<file path="src/rtl/ascii_case_stream.sv">
// Streaming ASCII case converter: LANES bytes per beat, one output register stage,
// and a saturating count of the bytes that were actually changed.
module ascii_case_stream #(
    parameter int unsigned LANES = 4,
    parameter int unsigned CNT_W = 16
) (
    input  logic                 clk,
    input  logic                 rst,
    input  logic [1:0]           mode,
    input  logic                 s_valid,
    output logic                 s_ready,
    input  logic [8*LANES-1:0]   s_data,
    output logic                 m_valid,
    input  logic                 m_ready,
    output logic [8*LANES-1:0]   m_data,
    input  logic                 cnt_clr,
    output logic [CNT_W-1:0]     conv_count
);

    // Wide enough to hold the counter plus a full beat's increment without overflow.
    localparam int unsigned SumW = CNT_W + 6;

    logic                 m_valid_q, m_valid_d;
    logic [8*LANES-1:0]   m_data_q, m_data_d;
    logic [CNT_W-1:0]     cnt_q, cnt_d;
    logic [8*LANES-1:0]   conv_data;
    logic [SumW-1:0]      n_changed;
    logic [SumW-1:0]      cnt_sum;
    logic                 accept;

    // mode[0] raises lowercase letters, mode[1] lowers uppercase; both set toggles case.
    function automatic logic flip_lane(input logic [7:0] b, input logic [1:0] m);
        logic is_lower;
        logic is_upper;
        is_lower = (b >= 8'd97) && (b <= 8'd122);
        is_upper = (b >= 8'd65) && (b <= 8'd90);
        return (m[0] && is_lower) || (m[1] && is_upper);
    endfunction

    always_comb begin
        conv_data = s_data;
        n_changed = '0;
        for (int k = 0; k < LANES; k++) begin
            if (flip_lane(s_data[8*k +: 8], mode)) begin
                conv_data[8*k + 5] = ~s_data[8*k + 5];
                n_changed          = n_changed + SumW'(1);
            end
        end
    end

    assign s_ready = !rst && (!m_valid_q || m_ready);
    assign accept  = s_valid && s_ready;
    assign cnt_sum = SumW'(cnt_q) + n_changed;

    always_comb begin
        m_valid_d = m_valid_q;
        m_data_d  = m_data_q;
        cnt_d     = cnt_q;
        if (accept) begin
            m_valid_d = 1'b1;
            m_data_d  = conv_data;
        end else if (m_ready) begin
            m_valid_d = 1'b0;
        end
        if (cnt_clr) begin
            cnt_d = '0;
        end else if (accept) begin
            cnt_d = (|cnt_sum[SumW-1:CNT_W]) ? '1 : cnt_sum[CNT_W-1:0];
        end
    end

    always_ff @(posedge clk) begin
        if (rst) begin
            m_valid_q <= 1'b0;
            m_data_q  <= '0;
            cnt_q     <= '0;
        end else begin
            m_valid_q <= m_valid_d;
            m_data_q  <= m_data_d;
            cnt_q     <= cnt_d;
        end
    end

    assign m_valid    = m_valid_q;
    assign m_data     = m_data_q;
    assign conv_count = cnt_q;

endmodule

</file>
<file path="config.mk">
export PLATFORM = sky130hd
export DESIGN_NAME = ascii_case_stream
export DESIGN_NICKNAME = d
export VERILOG_FILES = /design/src/rtl/ascii_case_stream.sv
export SDC_FILE = /design/constraint.sdc
export NUM_CORES = 1
export LEC_CHECK = 0
export CAP_MARGIN = 20
export CORE_MARGIN = 2
export CORE_UTILIZATION = 35
export CTS_CLUSTER_SIZE = 24
export DETAILED_ROUTE_END_ITERATION = 6
export MAX_ROUTING_LAYER = met4
export PLACE_DENSITY_LB_ADDON = 0.12
export SLEW_MARGIN = 20
export SYNTH_ARGS = -nofsm -noshare
export SYNTH_HDL_FRONTEND = slang
export SYNTH_SLANG_ARGS = --single-unit
</file>
<file path="constraint.sdc">
create_clock -name clk -period 8.25 [get_ports clk]
set_input_delay 1.2375 -clock clk [delete_from_list [all_inputs] [get_ports clk]]
set_output_delay 1.2375 -clock clk [all_outputs]
set_load 0.005 [all_outputs]
</file>
### Word level (Yosys, flattened, before mapping)

Cells that the tools add are included.

| operators by class | value |
|---|---|
| $lt $le $gt $ge | 16 |
| muxes and demuxes | 11 |
| add/sub/neg operators | 4 |
| bitwise operators | 4 |
| reduce and logical (&&, ||, !) cells | 28 |

Operator list:

| cell | count |
|---|---|
| adder 22 x 1 -> 22 bit (second input constant) | 3 |
| two-way mux 22 bit | 3 |
| greater-or-equal comparator 8 x 7 -> 1 bit (second input constant) | 8 |
| less-or-equal comparator 8 x 7 -> 1 bit (second input constant) | 8 |
| adder 16 x 22 -> 22 bit | 1 |
| logical AND 1 bit | 18 |
| two-way mux 16 bit | 1 |
| two-way mux 1 bit | 7 |
| OR reduction 6 bit | 1 |
| logical OR 1 bit | 5 |
| inverter 1 bit | 4 |
| zero test 1 bit | 2 |
| nonzero test 2 bit | 1 |
| OR reduction 2 bit | 1 |

| storage, ports and cells | value |
|---|---|
| bits in registers | 49 |
| bits of input ports | 39 |

### Longest topological paths before layout

| depth | value |
|---|---|
| word-level depth | 14 |
| gate-level depth with buffers | 14 |

### Worst setup path before layout

Ideal clock, no wire load.

| timing | value |
|---|---|
| path type | in2reg |
| start point | input port s_data[0] |
| end point | register cnt_q[14], in the netlist conv_count[14] |
| data arrival time | 4.433 ns |
| buffers on the path | 0 |
| required time | 8.178 ns |
| path slack | 3.746 ns |
| stages on the path | 13 |
| cells stage by stage | or4_1 o22a_1 and3_1 ha_1 and4b_1 xnor2_1 o22ai_1 fa_1 nand2b_1 a21oi_2 and4_1 and3_1 mux2i_1 |

| between the ends | value |
|---|---|
| cells in the longest elaborated chain, start to end | 14 |
| elaborated cells between the ends (all ways) | 19 |
| those cells by class | add/sub (4); order compare (4); mux (5); reduce/logical (6) |

Ends and longest elaborated chain:

| item | line | source |
|---|---|---|
| start: declaration | 12 | `input logic [8*LANES-1:0] s_data,` |
| greater-or-equal comparator 8 x 7 -> 1 bit (tied with other cells) | 35 | `is_lower = (b >= 8'd97) && (b <= 8'd122);` |
| logical AND 1 bit (on tied branches) | 35, 36 |  |
| logical AND 1 bit | 37 | `return (m[0] && is_lower) \|\| (m[1] && is_upper);` |
| logical OR 1 bit (*) | 37 |  |
| two-way mux 1 bit (*) | 44 | `if (flip_lane(s_data[8*k +: 8], mode)) begin` |
| adder 22 x 1 -> 22 bit | 46 | `n_changed = n_changed + SumW'(1);` |
| two-way mux 22 bit (*) | 44 |  |
| adder 22 x 1 -> 22 bit | 46 |  |
| two-way mux 22 bit (*) | 44 |  |
| adder 22 x 1 -> 22 bit | 46 |  |
| two-way mux 22 bit (*) | 44 |  |
| adder 16 x 22 -> 22 bit (*) | 53 | `assign cnt_sum = SumW'(cnt_q) + n_changed;` |
| OR reduction 6 bit | 68 | `cnt_d = (\|cnt_sum[SumW-1:CNT_W]) ? '1 : cnt_sum[CNT_W-1:0];` |
| two-way mux 16 bit (*) | 68 |  |
| end signal: assignment | 80 | `cnt_q <= cnt_d;` |
| end: declaration | 25 | `logic [CNT_W-1:0] cnt_q, cnt_d;` |

Mark *: on every way between the ends. The rest lies on a longest branch, timed or not.
A chain may end at the register's enable or synchronous reset.

### Worst setup path after layout

| timing | value |
|---|---|
| start point | input port s_data[11] |
| end point | register cnt_q[14], in the netlist conv_count[14] |

| between the ends | value |
|---|---|
| cells in the longest elaborated chain, start to end | 12 |
| elaborated cells between the ends (all ways) | 17 |
| those cells by class | add/sub (3); order compare (4); mux (4); reduce/logical (6) |

Ends and longest elaborated chain:

| item | line |
|---|---|
| greater-or-equal comparator 8 x 7 -> 1 bit (tied with other cells) | 35 |
| logical AND 1 bit (on tied branches) | 35, 36 |
| logical AND 1 bit | 37 |
| logical OR 1 bit (*) | 37 |
| two-way mux 22 bit (*) | 44 |
| adder 22 x 1 -> 22 bit | 46 |
| two-way mux 22 bit (*) | 44 |
| adder 22 x 1 -> 22 bit | 46 |
| two-way mux 22 bit (*) | 44 |
| adder 16 x 22 -> 22 bit (*) | 53 |
| OR reduction 6 bit | 68 |
| two-way mux 16 bit (*) | 68 |

Marked as above.

==> results_dict.tcl <==
set metrics [dict create \
    status "completed" \
    dr.pass1.iters 4 \
    drtIter0Drc 117 \
    clock.fmax_mhz 203 \
    rsz0062_at_grt "false" \
    relSlewSlack_pct 59.6 \
    synth.distinct_cells 49 \
    gp_congestion 0.877 \
    hold_class "flip-flop to flip-flop" \
    critPathArrivalTime_ps 5170 \
    critPathMaxStageDelay_ps 520 \
    r2r_start "conv_count[0]$_SDFFE_PP0P_" \
    ys.flop_type "dfxtp_1" \
    syn_area_sq_mm 0.00248 \
    area_growth_pct 43.2 \
    vias_per_cell 4.84 \
    final-setup-viol-count 0 \
    drc 0 \
    rows 30 \
    vias 2355 \
    stdcell_area_sq_mm 0.00355 \
    antenna_found_initial 0 \
    grt_pass1_wl_um 10600 \
    worst_pin_slew_ps 602 \
    instances_no_fill 487 \
    cp-startpoint "s_data[11]" \
    cts-buffers-inserted 5 \
    ys_async_sr_fraction_pct 0 \
    placed_area_sq_mm 0.00344 \
    fin_crit_ps 4940 \
    path_cells "clkdlybuf4s50_1 > or4_1 > o22ai_1 > nor3b_1 > and2_2 > ha_1 > and4b_1 > xnor2_1 > o22ai_1 > fa_1 > nand2b_1 > a21oi_2 > and4_1 > and3_1 > mux2i_1" \
    coreArea_sq_mm 0.00683 \
    grt_max_degree 70 \
    syn_inst 307 \
    die_w_um 88.2 \
    ctsHoldBuffers 0 \
    leakagePower_nw 1.28 \
    cts.path.max_buffers 2 \
    die_area_sq_mm 0.00777 \
    powerDensity_mw_per_mm2 147 \
    drv_slew 0 \
    clkTransAtPathRegs_ps 90 \
    ios 89 \
    drv_cap 0 \
    drive_above_1_share_pct 4.35 \
    end_kind "flip-flop" \
    portBuffers 88 \
    worstHoldStart "m_data[18]$_SDFFE_PP0P_" \
    post-route-period-util_pct 59.8 \
    routed_wl_um 6480 \
    grt_pass1_vias 2259 \
    cts_sinks 49 \
    tns_ps 0 \
    dp.cells 479 \
    htree_num_levels 2 \
    fin_worst_skew_ps 8.37 \
    hpwlAfterDp_um 4800 \
    cp.required_ps 8490 \
    post_cts.repair.setup_buffers 0 \
    cts_tree "yes" \
    fp.dieH_um 88.2 \
    nNetsFinal 436 \
    grt.total_usage_pct 17.8 \
    wl_per_cell_um 13.3 \
    cp_max_fo 8 \
    crit_top_cell "o22ai_1" \
    ant_nets 0 \
    hold_viol 0 \
    cts-resized-gates 0 \
    ys_seq_elements 49 \
    syn_area_per_cell_sq_um 8.07 \
    startpoint_type "input pin" \
    clk_latency_ps 300 \
    start_util_pct 36.3 \
    ys_warn_count 0 \
    seq_area_frac_synth_pct 39.6 \
    critical_path_class "input pin to flip-flop" \
    vdd_drop_max_uv 70.7 \
    synth-edff-count 0 \
    critPathSlowestCell "or4_1" \
    grt-ovfl-total 0 \
    syn-num-nets 353 \
    cts-root-buf "clkbuf_8" \
    hold_ws_ps 474 \
    diodes 0 \
]
## layer usage
layer	part of all wire, %	track usage, %
met5	0	-
met4	0.68	4.13
met3	4.0	3.68
met2	47	30.2
met1	48	21.8
## cell type report
type                            count  area [sq um]
Clock buffer                        6          72.6
Clock inverter                      2          38.8
Fill cell                         680          3280
Inverter                            8          30.0
Multi-Input combinational cell    236          1410
Sequential cell                    49           981
Tap cell                           96           120
Timing Repair Buffer               90           896
## critical path, delay by kind of cell
family,cells,cell delay [ps]
multiplexers,1,170
AO/OA/AOI/OAI,3,650
buffers and inverters,1,430
AND/OR/NAND/NOR,7,1700
adder cells (fa/ha/maj),2,800
XOR/XNOR,1,180
## sequential cells by signal, summed over array words and instances, names as in the netlist
name and cells:
m_data 32, conv_count 16, m_valid 1
## worst paths after layout
| path | endpoint | slack (ps) | cells after the start |
|---|---|---|---|
| setup / recovery | conv_count[14]$_SDFFE_PP0P_ | 3310 | 15 |
| hold / removal | m_data[18]$_SDFFE_PP0P_ | 470 | 2 |
| setup reg to reg | conv_count[14]$_SDFFE_PP0P_ | 6010 | 8 |
| hold reg to reg | m_data[18]$_SDFFE_PP0P_ | 470 | 2 |
## synth_stat cells (all sizes together), types with 4 or more instances
library cell / count / area (sq um)
nand3: 12 / 60.1
buf: 6 / 31.3
nand2b: 30 / 188
o21ai: 39 / 195
xor2: 11 / 96.3
dfxtp: 49 / 981
a31oi: 4 / 25.0
nand4: 6 / 43.8
a21oi: 17 / 88.8
nor3: 5 / 30.0
nor2b: 5 / 31.3
clkbuf: 8 / 30.0
ha: 6 / 75.1
nor2: 10 / 40.0
inv: 8 / 30.0
nand2: 45 / 169
and3: 7 / 43.8
## layout by cell type (no fill, tap or decap), types with 3 or more instances in the layout
cell and instances:
nor3_1 4, xnor2_1 3, o22ai_1 3, a31oi_1 4
inv_1 8, clkbuf_8 5, o21ai_0 39, nand2_1 45
clkdlybuf4s50_1 88, nor2b_1 5, a21oi_1 16, xor2_1 11
nand2b_1 30, nand4_1 5, nand3_1 12, and3_1 7
a21o_1 3, nor2_1 9, nand3b_1 3, ha_1 6
dfxtp_1 49
## report_power, final
group	leakage, nW	internal [mW]	switching, mW
Sequential	0.402	0.249	0.00677
Combinational	0.825	0.0544	0.0382
Clock	0.0554	0.0911	0.0808
Total	1.28	0.395	0.126
## through the flow
stage	util (%)	worst slack (ps)	power (mW)
after global placement	50.3	3090	0.354
after CTS	52.0	3300	0.528
after detailed placement	50.3	2980	0.355
after global routing	52.0	2970	0.547
final	52.0	3310	0.520
after floorplan	-	3750	0.298
## logic make-up after synthesis
family / count (synthesis) / synth area share, %
simple gates: 133 / 28.4
compound gates: 80 / 19.0
flops: 49 / 39.6
buf+inv: 22 / 3.69
xor+xnor: 14 / 4.95
fa+ha+maj: 7 / 3.84
other cells: 1 / 0.151
mux: 1 / 0.404
Power figures use the tool's default switching activity.
